**src/rtl/riscv_mem_pkg.sv**
```systemverilog
// Shared types for the data-RAM port arbiter: FSM states, transaction owner,
// and the byte-offset width stripped off byte addresses to form word addresses.
package riscv_mem_pkg;

  typedef enum logic [1:0] {
    IDLE = 2'd0,
    WAIT = 2'd1,
    RESP = 2'd2
  } arb_state_e;

  typedef enum logic {
    OWN_IF = 1'b0,
    OWN_LS = 1'b1
  } arb_owner_e;

  localparam int unsigned ByteOffW = 2;

endpackage

```
**src/rtl/mem_port_arbiter.sv**
```systemverilog
// Shares the single-ported data RAM between the fetch refill path and the
// load/store unit, one transaction at a time, with load/store priority.
module mem_port_arbiter
  import riscv_mem_pkg::*;
#(
  parameter int unsigned dataW       = 32,
  parameter int unsigned RAMAddrSize = 32,
  parameter int unsigned RAMLatency  = 1,
  parameter int unsigned StarveLimit = 4
) (
  input  logic                      clock,
  input  logic                      reset,
  input  logic                      if_req,
  input  logic [RAMAddrSize-1:0]    if_addr,
  output logic                      if_gnt,
  output logic                      if_done,
  output logic [dataW-1:0]          if_rdata,
  input  logic                      ls_req,
  input  logic                      ls_we,
  input  logic [RAMAddrSize-1:0]    ls_addr,
  input  logic [dataW-1:0]          ls_wdata,
  input  logic [dataW/8-1:0]        ls_be,
  output logic                      ls_gnt,
  output logic                      ls_done,
  output logic [dataW-1:0]          ls_rdata,
  output logic                      ram_req,
  output logic                      ram_we,
  output logic [RAMAddrSize-3:0]    ram_addr,
  output logic [dataW-1:0]          ram_wdata,
  output logic [dataW/8-1:0]        ram_be,
  input  logic [dataW-1:0]          ram_rdata
);

  localparam int unsigned BeW       = dataW / 8;
  localparam logic [2:0]  LatLoad   = 3'(RAMLatency - 1);
  localparam logic [3:0]  StarveMax = 4'(StarveLimit);

  arb_state_e       state_q;
  arb_owner_e       owner_q;
  logic [2:0]       lat_cnt_q;
  logic [3:0]       starve_q;
  logic [3:0]       starve_d;
  logic             if_done_q;
  logic             ls_done_q;
  logic [dataW-1:0] if_rdata_q;
  logic [dataW-1:0] ls_rdata_q;
  logic             if_win_s;
  logic             ls_win_s;
  logic             ls_store_s;
  logic             addr_lsb_unused;

  // Requesters guarantee alignment, so the byte-offset bits carry no information.
  assign addr_lsb_unused = ^{if_addr[ByteOffW-1:0], ls_addr[ByteOffW-1:0]};

  // Pick the winner in IDLE: LS by default, IF once its starvation budget is spent.
  always_comb begin
    if_win_s = 1'b0;
    ls_win_s = 1'b0;
    if (!reset && state_q == IDLE) begin
      if (if_req && (!ls_req || starve_q == StarveMax)) begin
        if_win_s = 1'b1;
      end else begin
        ls_win_s = ls_req;
      end
    end else begin
      if_win_s = 1'b0;
      ls_win_s = 1'b0;
    end
  end

  // Count LS grants that bypass a waiting fetch; any fetch grant or idle fetch clears it.
  always_comb begin
    starve_d = starve_q;
    if (!if_req || if_win_s) begin
      starve_d = 4'd0;
    end else if (ls_win_s && starve_q != StarveMax) begin
      starve_d = starve_q + 4'd1;
    end else begin
      starve_d = starve_q;
    end
  end

  assign ls_store_s = ls_win_s & ls_we;

  // Drive the RAM port straight from the winner's inputs in the grant cycle.
  always_comb begin
    ram_req   = if_win_s | ls_win_s;
    ram_we    = ls_store_s;
    ram_addr  = {(RAMAddrSize-ByteOffW){1'b0}};
    ram_wdata = {dataW{1'b0}};
    ram_be    = {BeW{1'b0}};
    if (if_win_s) begin
      ram_addr = if_addr[RAMAddrSize-1:ByteOffW];
      ram_be   = {BeW{1'b1}};
    end else if (ls_win_s) begin
      ram_addr  = ls_addr[RAMAddrSize-1:ByteOffW];
      ram_wdata = ls_store_s ? ls_wdata : {dataW{1'b0}};
      ram_be    = ls_store_s ? ls_be : {BeW{1'b1}};
    end else begin
      ram_addr  = {(RAMAddrSize-ByteOffW){1'b0}};
      ram_wdata = {dataW{1'b0}};
      ram_be    = {BeW{1'b0}};
    end
  end

  // Transaction FSM: grant, wait out the RAM latency, then pulse the owner's done.
  always_ff @(posedge clock) begin
    if (reset) begin
      state_q    <= IDLE;
      owner_q    <= OWN_IF;
      lat_cnt_q  <= 3'd0;
      starve_q   <= 4'd0;
      if_done_q  <= 1'b0;
      ls_done_q  <= 1'b0;
      if_rdata_q <= {dataW{1'b0}};
      ls_rdata_q <= {dataW{1'b0}};
    end else begin
      starve_q  <= starve_d;
      if_done_q <= 1'b0;
      ls_done_q <= 1'b0;
      case (state_q)
        IDLE: begin
          if (if_win_s || ls_win_s) begin
            owner_q   <= if_win_s ? OWN_IF : OWN_LS;
            lat_cnt_q <= LatLoad;
            state_q   <= WAIT;
          end
        end
        WAIT: begin
          if (lat_cnt_q == 3'd0) begin
            if (owner_q == OWN_IF) begin
              if_rdata_q <= ram_rdata;
              if_done_q  <= 1'b1;
            end else begin
              ls_rdata_q <= ram_rdata;
              ls_done_q  <= 1'b1;
            end
            state_q <= RESP;
          end else begin
            lat_cnt_q <= lat_cnt_q - 3'd1;
          end
        end
        RESP:    state_q <= IDLE;
        default: state_q <= IDLE;
      endcase
    end
  end

  assign if_gnt   = if_win_s;
  assign ls_gnt   = ls_win_s;
  assign if_done  = if_done_q;
  assign ls_done  = ls_done_q;
  assign if_rdata = if_rdata_q;
  assign ls_rdata = ls_rdata_q;

endmodule

```
**config.mk**
```make
export PLATFORM = sky130hd
export DESIGN_NAME = mem_port_arbiter
export DESIGN_NICKNAME = d
export VERILOG_FILES = /design/src/rtl/riscv_mem_pkg.sv /design/src/rtl/mem_port_arbiter.sv
export SDC_FILE = /design/constraint.sdc
export NUM_CORES = 1
export LEC_CHECK = 0
export CORE_ASPECT_RATIO = 1.5
export CORE_MARGIN = 2
export CORE_UTILIZATION = 36
export CTS_BUF_LIST = sky130_fd_sc_hd__clkbuf_4 sky130_fd_sc_hd__clkbuf_8 sky130_fd_sc_hd__clkbuf_16
export CTS_CLUSTER_SIZE = 20
export DETAILED_ROUTE_END_ITERATION = 8
export GPL_TIMING_DRIVEN = 0
export PLACE_DENSITY = 0.81
export SYNTH_ARGS = -nofsm -noshare
export SYNTH_HDL_FRONTEND = slang
export SYNTH_SLANG_ARGS = --single-unit
```
**constraint.sdc**
```tcl
create_clock -name clock -period 2.4 [get_ports clock]
set_clock_uncertainty 0.2 [all_clocks]
set_input_delay 0.48 -clock clock [delete_from_list [all_inputs] [get_ports clock]]
set_output_delay 0.48 -clock clock [all_outputs]
set_load 0.01 [all_outputs]
```
After elaboration in Yosys (flattened, before gate mapping)
Cells that the tools add are included.

Flip-flop bits (word level): 76. Input port bits: 137. Output and inout port bits: 136. Word-level logic and storage cells: 61.

Add/sub/neg operators: 2. Equality and inequality tests: 6. Multiplexer cells: 21. Bitwise operators: 5. Reduce and logical (&&, ||, !) cells: 19.

Operators with widths (number): $mux 32 (3); $mux 30 (2); $mux 4 (3); $reduce_and 3->1 (3); $mux 1 (7); $mux 3 (2); $pmux 3 s2 (1); $add 4x1->4 const B (1); $eq 4x3->1 const B (1); $mux 2 (2); $ne 2x2->1 const B (2); $ne 4x3->1 const B (1); $pmux 2 s2 (1); $reduce_and 2->1 (2); $logic_and 1x1->1 (3); $logic_not 1->1 (3); $logic_not 3->1 (1); $logic_or 1x1->1 (3); $not 1->1 (3); $reduce_or 3->1 (1); $sub 3x1->3 const B (1); $eq 2x1->1 const B (1); $logic_not 2->1 (1); $ne 2x1->1 const B (1); 4 further kinds (4).

Longest topological paths before layout
Depth after elaboration: 9. Mapped depth: 7. Gate-level depth less buffers: 5.

Worst setup path before layout
Ideal clock, no wire load.

Path kind: input to output. From: input port reset. To: output port ram_addr[0]. Data arrival time: 1.522 ns. Data required time: 1.720 ns. Setup slack: 0.198 ns. Stages on the path: 6. Buffers on the path: 3. Cells stage by stage: buf_6 -> nor3_1 -> buf_2 -> buf_1 -> nand2_1 -> o22ai_1.

Word-level cells in the longest chain between the ends: 5. Elaborated cells on any way between the ends: 6. Classes of those cells: 4 x mux; 2 x reduce/logical.

Ends and longest elaborated chain: start, declared (RTL line mem_port_arbiter.sv:12) `input logic reset,`; $logic_not 1->1 * (RTL line mem_port_arbiter.sv:59) `if (!reset && state_q == IDLE) begin`; $logic_and 1x1->1 * (RTL line mem_port_arbiter.sv:59); $mux 1 (RTL line mem_port_arbiter.sv:59); $mux 30 (RTL line mem_port_arbiter.sv:95) `end else if (ls_win_s) begin`; $mux 30 * (RTL line mem_port_arbiter.sv:92) `if (if_win_s) begin`; end, declared (RTL line mem_port_arbiter.sv:28) `output logic [RAMAddrSize-3:0] ram_addr,`.

Every way passes the cells marked *; elsewhere a longest branch is shown, timed or not.

Final worst setup path
From: input port ls_req. To: output port ram_addr[19].

Word-level cells in the longest chain between the ends: 7. Elaborated cells on any way between the ends: 9. Classes of those cells: 6 x mux; 3 x reduce/logical.

Ends and longest elaborated chain: start, declared (RTL line mem_port_arbiter.sv:18) `input logic ls_req,`; $logic_not 1->1 (RTL line mem_port_arbiter.sv:60) `if (if_req && (!ls_req || starve_q == StarveMax)) begin`; $logic_or 1x1->1 (RTL line mem_port_arbiter.sv:60); $logic_and 1x1->1 (RTL line mem_port_arbiter.sv:60); $mux 1 (RTL line mem_port_arbiter.sv:60); $mux 1 (RTL line mem_port_arbiter.sv:59); $mux 30 (RTL line mem_port_arbiter.sv:95); $mux 30 * (RTL line mem_port_arbiter.sv:92).

Marked as above.

==> flow_metrics.env <==
export IMPL_required_ns=1.72
export IMPL_cap_viol_max_count=0
export IMPL_r2r_start="lat_cnt_q[0]$_SDFFE_PP0P_"
export IMPL_cts_buffers=9
export IMPL_post_place_ws_ns=-0.908
export IMPL_share_comb_of_total_power_pct=29.8
export IMPL_start_util_pct=36.8
export IMPL_syn_area_per_cell_sq_um=8.45
export IMPL_cts_tree="yes"
export IMPL_syn_inst=479
export IMPL_cp_num_buf_inv=6
export IMPL_synth_top_cell_area_share_pct=37.6
export IMPL_place_gp_congestion=0.893
export IMPL_final_cell_mix="194 x clkdlybuf4s50_1, 101 x nand2b_1, 73 x dfxtp_1"
export IMPL_setup_viol=66
export IMPL_max_freq_mhz=387
export IMPL_ys_ff_latch=76
export IMPL_clk_path_buf_depth=2
export IMPL_drtAntennaViolNets=0
export IMPL_routedWlPerCell_microns=21.6
export IMPL_dpl_hpwl_microns=13300
export IMPL_p_switching_uw=1100
export IMPL_cp_start_kind="input pin"
export IMPL_grt_max_degree=14
export IMPL_drtPass1Iterations=5
export IMPL_p_sw_share_pct=27.8
export IMPL_routed_wl_microns=20300
export IMPL_synth_nets=620
export IMPL_period_share_pct=108
export IMPL_clk_pin_slew_ns=0.06
export IMPL_grt_pass1_wl_microns=27000
export IMPL_relSlewSlack_pct=70.2
export IMPL_placed_cell_area_sq_mm=0.00689
export IMPL_synth_edff_count=0
export IMPL_layout_commonest_cell="clkdlybuf4s50_1"
export IMPL_coreArea_sq_mm=0.0110
export IMPL_cts_hold_buf=0
export IMPL_drc=0
export IMPL_clkLatencyLatePin_ns=0.33
export IMPL_cp_slowest_cell="clkdlybuf4s15_1"
export IMPL_crit_top_cell="buf_6"
export IMPL_outcome="finished with violations"
export IMPL_crit_arrival_ns=1.90
export IMPL_nNetsFinal=927
export IMPL_grt_pass1_vias=4860
export IMPL_h_tree_depth=3
export IMPL_final_min_clock_period_ns=2.58
export IMPL_clkPwrFrac_pct=35.6
export IMPL_rsz0062_at_grt="yes"
export IMPL_die_w_microns=90.6
export IMPL_die_h_microns=134
export IMPL_cts_sinks=76
export IMPL_drt_iter0_markers=207
export IMPL_num_rows=47
export IMPL_seq_area_frac_synth_pct=37.6
export IMPL_timing_hold_violations_final=0
export IMPL_vias=4908
export IMPL_ir_drop_mv=0.425
export IMPL_synthDistinctLibCells=35
export IMPL_drive_gt1_share_pct=27.8
export IMPL_hold_ws_ns=0.269
export IMPL_leakagePower_uw=0.00334
export IMPL_totalPowerFinal_uw=3970
export IMPL_slowest_delay_ns=0.41
export IMPL_seqPwrFrac_pct=34.5
export IMPL_io_pins=273
export IMPL_hold_path_class="flip-flop to flip-flop"
export IMPL_tightest_slew_ns=0.445
export IMPL_grt_overflow=0
export IMPL_slew_violations=0
export IMPL_cp_end_kind="output port"
export IMPL_startpoint="ls_req"
export IMPL_ctsRootBufferMaster="clkbuf_16"
export IMPL_async_reset_ff_share_pct=0
export IMPL_synthTopCellsByArea="dfxtp_1 38%, mux2i_1 16%, nand2b_1 16%"
export IMPL_internal_power_uw=2870
export IMPL_vias_per_cell=5.22
export IMPL_synth_largest_area_cell="dfxtp_1"
export IMPL_power_density_mw_per_mm2=488
export IMPL_yosys_warnings=0
export IMPL_track_usage_pct=28.5
export IMPL_min_delay_start="if_rdata[31]$_SDFFE_PP0P_"
export IMPL_finalWorstSetupSlack_ns=-0.184
export IMPL_netlist_area_sq_mm=0.00405
export IMPL_crit_chain="clkdlybuf4s15_1 -> inv_1 -> o21ai_4 -> buf_6 -> buf_6 -> buf_6 -> o22ai_1 -> buf_2"
export IMPL_violations="setup timing"
export IMPL_io_buffers=266
export IMPL_design_area_sq_mm=0.00813
export IMPL_critPathMaxFanout=6
export IMPL_die_area_sq_mm=0.0121
export IMPL_final_util_pct=74.0
export IMPL_area_growth_pct=101
export IMPL_path_class="input pin to output port"
export IMPL_antenna_found_initial=2
export IMPL_critical_path_top_delay_family="buffers and inverters"
export IMPL_ys_flop_type="dfxtp_1"
cell families (layout without fill, tap and decap cells):
logic type / Yosys count / after routing / synth area share, %
buf+inv: 50 / 362 / 5.35
compound gates: 50 / 50 / 7.70
mux: 66 / 66 / 16.3
simple gates: 233 / 233 / 31.8
flops: 76 / 76 / 37.6
other cells: 0 / 2 / 0
fa+ha+maj: 4 / 4 / 1.24
worst reg2reg max path: cells and delay by family, from the launching register on:
family | cells | cell delay, ns
adder cells (fa/ha/maj) | 1 | 0.24
buffers and inverters | 2 | 0.46
AND/OR/NAND/NOR | 2 | 0.46
flip-flops | 1 | 0.35
multiplexers | 1 | 0.26
metal layers:
metal / track usage, % / routed length, microns / vias up
met1: 29.1 / 7090 / 2328
met3: 17.7 / 2630 / 52
met2: 46.9 / 9800 / 277
met5: 0 / 0 / -
met4: 11.0 / 797 / 0
li1: - / - / 2251
cell usage after synthesis, drive strengths merged, types with 3 or more instances:
| cell | n |
|---|---|
| or3 | 4 |
| dfxtp | 76 |
| a21oi | 7 |
| nand2 | 66 |
| nor2 | 7 |
| nand3 | 3 |
| nand2b | 101 |
| o22ai | 33 |
| o21ai | 3 |
| and3 | 33 |
| buf | 19 |
| ha | 4 |
| clkbuf | 24 |
| nand3b | 3 |
| mux2i | 66 |
| nor3 | 4 |
| inv | 7 |
area by class of cell:
cell class | count | area [sq um]
fillers | 716 | 2860
flip-flops and latches | 76 | 1530
plain buffers | 41 | 300
well taps | 147 | 184
clock buffers | 12 | 260
multi-input cells | 353 | 2770
repair buffers | 298 | 3010
clock inverters | 4 | 55.1
diodes | 2 | 5.00
inverters | 7 | 26.3
registers in the layout, summed over array words and instances, names as in the netlist:
register   count
if_rdata      32
if_done        1
starve_q       4
owner_q        1
ls_done        1
ls_rdata      32
lat_cnt_q      3
state_q        2
final timing paths:
kind                                to  slack (ns)  depth (start not counted)
min reg2reg  if_rdata[31]$_SDFFE_PP0P_        0.27                          2
min          if_rdata[31]$_SDFFE_PP0P_        0.27                          2
max                       ram_addr[19]       -0.18                          8
max reg2reg  ls_rdata[22]$_SDFFE_PP0P_        0.35                          6
power groups by stage:
stage	combinational, uW	sequential (uW)	clock [uW]
after floorplan	372	1420	0
after global placement	949	1390	0
after detailed placement	958	1390	0
after CTS	1020	1370	1430
after global routing	1240	1380	1490
final	1190	1370	1410
metrics by stage:
stage,TNS (ns),instances
final,-5.54,940
after global routing,-9.94,940
after CTS,-2.76,931
after detailed placement,-54.40,892
after global placement,-53.09,892
after floorplan,0,479
repair_timing:
item / CTS / global route
gates cloned: 1 / 5
setup buffers: 24 / 2
gates resized for setup: 379 / 137
pin swaps: 5 / 13
setup endpoints to repair: 70 / 70
No activity file was read; power rests on OpenSTA's default activity.
